[src/rtl/bt_result_display.sv]
// bt_result_display
//   Final stage of the balanced-ternary calculator. It accepts a 4-trit result
//   word over a valid/ready handshake and checks the trit encoding. It converts
//   the word to a signed integer with four Horner steps, most significant trit
//   first. It then drives a 3-digit multiplexed 7-segment display showing the
//   sign, tens and ones of the result.
//
//   Optional feature macro: BTDISP_LZB_EN (leading-zero blanking of the tens
//   digit on legal results).
//
// Parameters
//   SCAN_DIV     clock cycles each display digit stays enabled (>= 1)
// Ports
//   clk          system clock
//   rst_n        asynchronous active-low reset
//   res_word     result word; trit k at bits [7-2k:6-2k], t0 at bits 7:6
//                encoding 01=-1, 11=0, 10=+1, 00=illegal
//   res_valid    res_word valid
//   res_ready    block can accept (IDLE only), decoded from state
//   value        signed result, -40..+40, two's complement
//   value_valid  one-cycle pulse when value/err update
//   err          last accepted word held an illegal trit
//   seg          {g,f,e,d,c,b,a}, active-high
//   dig_an       active-low digit enables: bit0 ones, bit1 tens, bit2 sign
module bt_result_display #(
  parameter int unsigned SCAN_DIV = 1000
) (
  input  logic       clk,
  input  logic       rst_n,
  input  logic [7:0] res_word,
  input  logic       res_valid,
  output logic       res_ready,
  output logic [6:0] value,
  output logic       value_valid,
  output logic       err,
  output logic [6:0] seg,
  output logic [2:0] dig_an
);

  localparam int unsigned WORD_W  = 8;
  localparam int unsigned VAL_W   = 7;
  localparam int unsigned SEG_W   = 7;
  localparam int unsigned MAG_W   = 6;
  localparam int unsigned PRESC_W = (SCAN_DIV > 1) ? $clog2(SCAN_DIV) : 1;

  localparam logic [SEG_W-1:0] SEG_BLANK = 7'h00;
  localparam logic [SEG_W-1:0] SEG_MINUS = 7'h40;
  localparam logic [SEG_W-1:0] SEG_E     = 7'h79;
  localparam logic [SEG_W-1:0] SEG_ZERO  = 7'h3F;
`ifdef BTDISP_LZB_EN
  localparam logic [SEG_W-1:0] TENS_RST  = SEG_BLANK;
`else
  localparam logic [SEG_W-1:0] TENS_RST  = SEG_ZERO;
`endif

  typedef enum logic [1:0] {
    S_IDLE = 2'd0,
    S_CONV = 2'd1,
    S_LOAD = 2'd2
  } state_t;

  state_t state_q, state_d;

  logic [WORD_W-1:0] word_q, word_d;
  logic [VAL_W-1:0]  acc_q, acc_d;
  logic [1:0]        cnt_q, cnt_d;
  logic              load_c;

  logic [VAL_W-1:0]  value_q;
  logic              err_q;
  logic              vv_q;
  logic [SEG_W-1:0]  sign_q, tens_q, ones_q;

  logic [PRESC_W-1:0] presc_q;
  logic [1:0]         idx_q;

  // Trit value as a 7-bit two's-complement addend; illegal 00 adds nothing.
  function automatic logic [VAL_W-1:0] trit_val(input logic [1:0] t);
    case (t)
      2'b01:   trit_val = 7'h7F;
      2'b10:   trit_val = 7'h01;
      default: trit_val = 7'h00;
    endcase
  endfunction

  // 7-segment font for decimal digits.
  function automatic logic [SEG_W-1:0] font(input logic [3:0] d);
    case (d)
      4'd0:    font = 7'h3F;
      4'd1:    font = 7'h06;
      4'd2:    font = 7'h5B;
      4'd3:    font = 7'h4F;
      4'd4:    font = 7'h66;
      4'd5:    font = 7'h6D;
      4'd6:    font = 7'h7D;
      4'd7:    font = 7'h07;
      4'd8:    font = 7'h7F;
      4'd9:    font = 7'h6F;
      default: font = SEG_BLANK;
    endcase
  endfunction

  // Trit selected for the current Horner step: cnt 0 picks t3 (bits 1:0).
  logic [1:0] cur_trit;
  always_comb begin
    cur_trit = word_q[1:0];
    case (cnt_q)
      2'd0: cur_trit = word_q[1:0];
      2'd1: cur_trit = word_q[3:2];
      2'd2: cur_trit = word_q[5:4];
      2'd3: cur_trit = word_q[7:6];
      default: cur_trit = word_q[1:0];
    endcase
  end

  // Any 00 pair in the captured word marks it illegal.
  logic illegal;
  assign illegal = (word_q[1:0] == 2'b00) || (word_q[3:2] == 2'b00) ||
                   (word_q[5:4] == 2'b00) || (word_q[7:6] == 2'b00);

  // Magnitude split into tens/ones by a comparison chain (|acc| <= 40).
  logic [MAG_W-1:0] mag, rem;
  logic [3:0]       tens_dig, ones_dig;
  always_comb begin
    mag      = acc_q[VAL_W-1] ? MAG_W'(-acc_q) : MAG_W'(acc_q);
    tens_dig = 4'd0;
    rem      = mag;
    if (mag >= 6'd40) begin
      tens_dig = 4'd4;
      rem      = mag - 6'd40;
    end else if (mag >= 6'd30) begin
      tens_dig = 4'd3;
      rem      = mag - 6'd30;
    end else if (mag >= 6'd20) begin
      tens_dig = 4'd2;
      rem      = mag - 6'd20;
    end else if (mag >= 6'd10) begin
      tens_dig = 4'd1;
      rem      = mag - 6'd10;
    end
    ones_dig = 4'(rem);
  end

  // Digit patterns to be loaded for the finished conversion.
  logic [SEG_W-1:0] sign_nx, tens_nx, ones_nx;
  logic [VAL_W-1:0] value_nx;
  always_comb begin
    value_nx = acc_q;
    sign_nx  = acc_q[VAL_W-1] ? SEG_MINUS : SEG_BLANK;
    tens_nx  = font(tens_dig);
    ones_nx  = font(ones_dig);
`ifdef BTDISP_LZB_EN
    if (tens_dig == 4'd0) tens_nx = SEG_BLANK;
`endif
    if (illegal) begin
      value_nx = '0;
      sign_nx  = SEG_E;
      tens_nx  = SEG_MINUS;
      ones_nx  = SEG_MINUS;
    end
  end

  // FSM next state and conversion datapath.
  always_comb begin
    state_d = state_q;
    word_d  = word_q;
    acc_d   = acc_q;
    cnt_d   = cnt_q;
    load_c  = 1'b0;
    case (state_q)
      S_IDLE: begin
        if (res_valid) begin
          word_d  = res_word;
          acc_d   = '0;
          cnt_d   = '0;
          state_d = S_CONV;
        end
      end
      S_CONV: begin
        acc_d = VAL_W'(acc_q + acc_q + acc_q + trit_val(cur_trit));
        cnt_d = cnt_q + 2'd1;
        if (cnt_q == 2'd3) state_d = S_LOAD;
      end
      S_LOAD: begin
        load_c  = 1'b1;
        state_d = S_IDLE;
      end
      default: state_d = S_IDLE;
    endcase
  end

  assign res_ready = (state_q == S_IDLE);

  // FSM state and conversion registers.
  always_ff @(posedge clk or negedge rst_n) begin
    if (!rst_n) begin
      state_q <= S_IDLE;
      word_q  <= '0;
      acc_q   <= '0;
      cnt_q   <= '0;
    end else begin
      state_q <= state_d;
      word_q  <= word_d;
      acc_q   <= acc_d;
      cnt_q   <= cnt_d;
    end
  end

  // Result and display registers; only LOAD changes them.
  always_ff @(posedge clk or negedge rst_n) begin
    if (!rst_n) begin
      value_q <= '0;
      err_q   <= 1'b0;
      vv_q    <= 1'b0;
      sign_q  <= SEG_BLANK;
      tens_q  <= TENS_RST;
      ones_q  <= SEG_ZERO;
    end else begin
      vv_q <= load_c;
      if (load_c) begin
        value_q <= value_nx;
        err_q   <= illegal;
        sign_q  <= sign_nx;
        tens_q  <= tens_nx;
        ones_q  <= ones_nx;
      end
    end
  end

  // Free-running scan prescaler and digit index.
  always_ff @(posedge clk or negedge rst_n) begin
    if (!rst_n) begin
      presc_q <= '0;
      idx_q   <= '0;
    end else if (presc_q == PRESC_W'(SCAN_DIV - 1)) begin
      presc_q <= '0;
      idx_q   <= (idx_q == 2'd2) ? 2'd0 : idx_q + 2'd1;
    end else begin
      presc_q <= presc_q + PRESC_W'(1);
    end
  end

  // Digit enable and segment mux, decoded from registered index/patterns.
  always_comb begin
    seg    = SEG_BLANK;
    dig_an = 3'b111;
    case (idx_q)
      2'd0: begin seg = ones_q; dig_an = 3'b110; end
      2'd1: begin seg = tens_q; dig_an = 3'b101; end
      2'd2: begin seg = sign_q; dig_an = 3'b011; end
      default: begin seg = SEG_BLANK; dig_an = 3'b111; end
    endcase
  end

  assign value       = value_q;
  assign err         = err_q;
  assign value_valid = vv_q;

endmodule
[config.mk]
export PLATFORM = sky130hd
export DESIGN_NAME = bt_result_display
export DESIGN_NICKNAME = d
export VERILOG_FILES = /design/src/rtl/bt_result_display.sv
export SDC_FILE = /design/constraint.sdc
export NUM_CORES = 1
export LEC_CHECK = 0
export CORE_UTILIZATION = 45
export DETAILED_ROUTE_END_ITERATION = 8
export PLACE_DENSITY = 0.74
export SLEW_MARGIN = 5
export SYNTH_ARGS = -nofsm -noshare
export SYNTH_HDL_FRONTEND = slang
export SYNTH_SLANG_ARGS = --single-unit
[constraint.sdc]
create_clock -name clk -period 3.5 [get_ports clk]
set_clock_uncertainty 0.2 [all_clocks]
set_input_delay 0.35 -clock clk [delete_from_list [all_inputs] [get_ports clk]]
set_output_delay 0.35 -clock clk [all_outputs]
set_load 0.01 [all_outputs]
Word-level counts from Yosys, hierarchy flattened. Memory sizes are Yosys's and may differ from the RTL's. Index checks and enable logic that the tools add are counted.

Memory bits (read-only): 224. Register bits after elaboration: 61. Memories: 2.

Memories: (no name shown) (depth 16, bits a word 7, rd ports 1, clocked after Yosys merged registers in 0, wr ports 0, line 88) `case (d)`; (no name shown) (depth 16, bits a word 7, rd ports 1, clocked after Yosys merged registers in 0, wr ports 0, line 88).

Eq/ne operators: 12. Magnitude comparators: 4. $add $sub $neg: 11. Reduce and logical (&&, ||, !) cells: 14. Mux-type cells: 29.

Operator list (count): $mux 7 (7); $pmux 7 s2 (2); $add 7x7->7 (3); $pmux 7 s3 (1); $mux 4 (4); $logic_not 2->1 (7); $ge 6x5->1 const B (2); $mux 2 (6); $sub 4x4->4 const B (3); $add 10x1->10 const B (1); $eq 10x10->1 const B (1); $eq 2x2->1 const B (5); $mux 10 (1); $pmux 3 s3 (1); $eq 2x1->1 const B (4); $pmux 2 s2 (2); $pmux 2 s4 (1); $ge 6x4->1 const B (1); $ge 6x6->1 const B (1); $mux 6 (1); $neg 6->6 (1); $reduce_and 2->1 (3); $add 2x1->2 const B (2); $ne 2x2->1 const B (2); other kinds (5) (8).

Depth between registers and ports, before layout. An unclocked memory read counts as a cell.

Depth after elaboration: 9. Mapped depth: 16.

Least setup slack after synthesis. Ideal clock, no wire load.

Path kind: reg-to-reg. From: register acc_q[0]. To: register ones_q[5]. Arrival time: 3.236 ns. Path slack: -0.017 ns. Library setup time: 0.080 ns. Required time: 3.220 ns. Buffers on the path: 0. Stages on the path, launching flop included: 17. Cells stage by stage: dfrtp_1 > inv_1 > ha_1 > nor2b_2 > xnor2_2 > inv_2 > ha_1 > a221o_1 > a21boi_1 > o32ai_2 > o22a_2 > nand2_1 > inv_1 > ha_1 > inv_1 > mux2_4 > o221ai_2.

Longest elaborated chain between the ends: 9. Elaborated cells between the ends (all ways): 16. Classes of those cells: add/sub: 5; order compare: 4; mux: 6; memory: 1.

Ends and longest elaborated chain: start: declaration (line 65) `logic [VAL_W-1:0] acc_q, acc_d;`; start signal: assignment (line 199) `acc_q <= '0;`; start signal: assignment (line 204) `acc_q <= acc_d;`; $neg 6->6 (line 125) `mag = acc_q[VAL_W-1] ? MAG_W'(-acc_q) : MAG_W'(acc_q);`; $mux 6 (*) (line 125); $ge 6x4->1 / $sub 4x4->4 (equally long branches) (line 137, 139); $mux 4 (line 137) `end else if (mag >= 6'd10) begin`; $mux 4 (line 134) `end else if (mag >= 6'd20) begin`; $mux 4 (line 131) `end else if (mag >= 6'd30) begin`; $mux 4 (*) (line 128) `if (mag >= 6'd40) begin`; $mem_v2 16x7 (*); $mux 7 (*) (line 155) `if (illegal) begin`; end signal: assignment (line 225) `ones_q <= ones_nx;`; end: declaration (line 72) `logic [SEG_W-1:0] sign_q, tens_q, ones_q;`.

Mark *: on every way between the ends. The rest lies on a longest branch, timed or not. A chain may end at the register's enable or synchronous reset.

Worst setup path in the final report.
From: register cnt_q[0]. To: register acc_q[6].

Longest elaborated chain between the ends: 7. Elaborated cells between the ends (all ways): 11. Classes of those cells: add/sub: 1; eq/ne: 5; mux: 4; reduce/logical: 1.

Ends and longest elaborated chain: start: declaration (line 66) `logic [1:0] cnt_q, cnt_d;`; start signal: assignment (line 205) `cnt_q <= cnt_d;`; $eq 2x2->1 (tied with other cells) (line 107) `case (cnt_q)`; $pmux 2 s4 (*) (line 107); $eq 2x2->1 / $eq 2x1->1 (equally long branches) (line 79) `case (t)`; $pmux 7 s2 (*) (line 79); $mux 7 (*) (line 170) `case (state_q)`; $add 7x7->7 (*) (line 180) `acc_d = VAL_W'(acc_q + acc_q + acc_q + trit_val(cur_trit));`; $pmux 7 s2 (*) (line 170).

Mark *: on every way between the ends. The rest lies on a longest branch, timed or not. The select of a mux whose other input is x is not followed.

==> results_dict.tcl <==
set metrics [dict create \
    startpoint_type "flop" \
    final_util_pct 57.2 \
    track_usage_pct 19.9 \
    seq_area_frac_synth_pct 37.9 \
    route.vias.total 2872 \
    first_iter_violations 173 \
    start_util_pct 47.0 \
    cts_tree "yes" \
    maxCapViolCount 0 \
    coreArea_um2 7810 \
    numCtsBuffers 5 \
    synthAdderAreaFrac_pct 13.8 \
    dieArea_um2 8530 \
    clk_latency_ns 0.32 \
    period_needed_ns 3.42 \
    drive_above_1_share_pct 25.4 \
    synth-simple-area-share_pct 15.7 \
    holdWs_ns 0.265 \
    synth_edf_count 0 \
    synthCells 361 \
    grt_first_pass_wirelength_mm 13.5 \
    worst-path-max-fanout 5 \
    gp_congestion 0.940 \
    grt-ovfl-total 0 \
    hpwl_mm 5.99 \
    synth-compound-area-share_pct 17.8 \
    clockBufferDepth 2 \
    synth_top_area_share_pct 29.3 \
    fillers 674 \
    ys_ff_latch 55 \
    fin_crit_sh_pct 97.7 \
    synth_fp_nets 409 \
    arrival_ns 3.41 \
    synthDistinctLibCells 75 \
    final_antenna_net_count 0 \
    critPathCaptureType "flop" \
    clock_sinks 55 \
    wl_per_cell_um 16.0 \
    maxSlewViolCount 0 \
    area_growth_pct 21.5 \
    h-tree-depth 2 \
    required_ns 3.49 \
    routed_via_density 5.52 \
    yosysTopAreaCell "dfrtp_1" \
    syn_area_um2 3670 \
    multi_input_area_um2 2240 \
    tns_ns 0 \
    synthTopCellsByArea "dfrtp_1, ha_1, dfstp_2" \
    hold_path_class "reg2reg" \
    die_w_um 92.3 \
    antenna_found_initial 0 \
    totalWireLength_mm 8.30 \
    fp.dieH_um 92.3 \
    place_inst 508 \
    antennaDiodeCount 0 \
    grt_pass1_vias 2790 \
    syn-mean-instance-area_um2 10.2 \
    synth-warning-count 0 \
    grt_max_degree 30 \
    io_buffers 30 \
    crit_type "reg2reg" \
    worst_slew_margin_rel_pct 53.6 \
    status "completed" \
    hold_viol 0 \
    tightestPinTransition_ns 0.694 \
    synth_top_family_by_area "compound AO/OA/AOI/OAI gates" \
    synth.area.mux_share_pct 6.27 \
    clk_pin_slew_ns 0.11 \
    drc_errors 0 \
    synth_ff_type "dfrtp_1" \
    seqCellArea_um2 1390 \
    max_clock_freq_mhz 292 \
    final_nets 465 \
    dr.pass1.iters 4 \
    io_pins 31 \
    rows 32 \
    setup_viol 0 \
    yosys.area_share.xor_xnor_pct 4.94 \
    fin_cells 520 \
    root_buffer "clkbuf_8" \
    synthArstFlopShare_pct 100 \
]
-- final cells by class --
class                           count  area share, %
Clock buffer                        5           1.54
Clock inverter                      3           1.07
Inverter                           24           2.02
Multi-Input combinational cell    274           50.1
Sequential cell                    55           31.2
Tap cell                          102           2.86
Timing Repair Buffer               57           11.2
-- sequential cells by signal (all words and copies together) (netlist names) --
register     cells
tens_q           7
sign_q           2
cnt_q            2
state_q          2
value            7
presc_q         10
idx_q            2
word_q           8
acc_q            7
ones_q           7
value_valid      1
-- logic make-up (layout without fill, tap and decap cells) --
kind of cell	Yosys count	count (layout)
AO/OA/AOI/OAI	85	85
flip-flops	55	55
adder cells (fa/ha/maj)	37	37
buffers and inverters	32	89
XOR/XNOR	19	19
AND/OR/NAND/NOR	112	112
multiplexers	21	21
-- synth_stat cells (3+ instances only) --
library cell	n
a21oi_1	15
a22o_1	8
and2_1	3
clkbuf_1	6
dfrtp_1	43
dfstp_2	12
fa_1	6
ha_1	31
inv_1	21
inv_2	3
mux2_2	8
mux2i_1	11
nand2_1	42
nand2b_1	5
nand3_1	6
nor2_1	26
nor4_1	3
o21ai_0	21
o221ai_1	3
xnor2_1	11
xor2_1	6
-- layer usage --
metal	vias up	GRT usage (%)	routed length (um)
met1	1406	26.8	3760
met2	65	33.0	4140
met4	0	5.34	97
met3	13	3.37	302
met5	-	0	0
li1	1388	-	-
-- path summary, 6_finish.rpt --
check                            from         end  slack (ns)  cells after the start
max in group asynchronous       rst_n   ones_q[0]        1.87                      3
max                          cnt_q[0]    acc_q[6]        0.08                     13
max reg2reg                  cnt_q[0]    acc_q[6]        0.08                     13
min reg2reg                presc_q[0]  presc_q[0]        0.27                      1
min in group asynchronous       rst_n    idx_q[1]        0.39                      2
min                        presc_q[0]  presc_q[0]        0.27                      1
-- critical path, stage by stage, from the launching register on --
cell and delay [ns]:
dfrtp_1 0.45, buf_4 0.16, ha_2 0.19, a222oi_1 0.28, mux2i_1 0.14, ha_2 0.24
fa_2 0.63, ha_4 0.21, a21o_1 0.17, a21oi_2 0.16, o21bai_1 0.10, a21oi_2 0.14
xnor2_1 0.13, o22ai_1 0.10
-- placed cells by master (no fill, tap or decap), types with 12 or more instances in the layout --
cell,instances
a21oi_1,12
dfstp_2,12
clkdlybuf4s50_1,29
ha_1,23
inv_1,17
dfrtp_1,42
o21ai_0,20
nor2_1,26
nand2_1,41
buf_4,26
-- repair_timing --
item                                    in CTS  in global routing
buffers inserted                             0                  3
resized for setup                            0                 22
hold buffers                                 1                  0
endpoints found under the hold margin       20                  0
endpoints found under the setup margin       0                  8
-- through the flow --
step	setup slack, ns	cell area (um2)
after floorplan	0.0199	3670
final	0.0804	4460
after detailed placement	0.0640	4240
after global placement	0.115	4240
after global routing	-0.0896	4460
after CTS	0.0327	4360
Power is not shown: default switching activity piles up to over one toggle a cycle in this logic, so the estimate is an artifact.
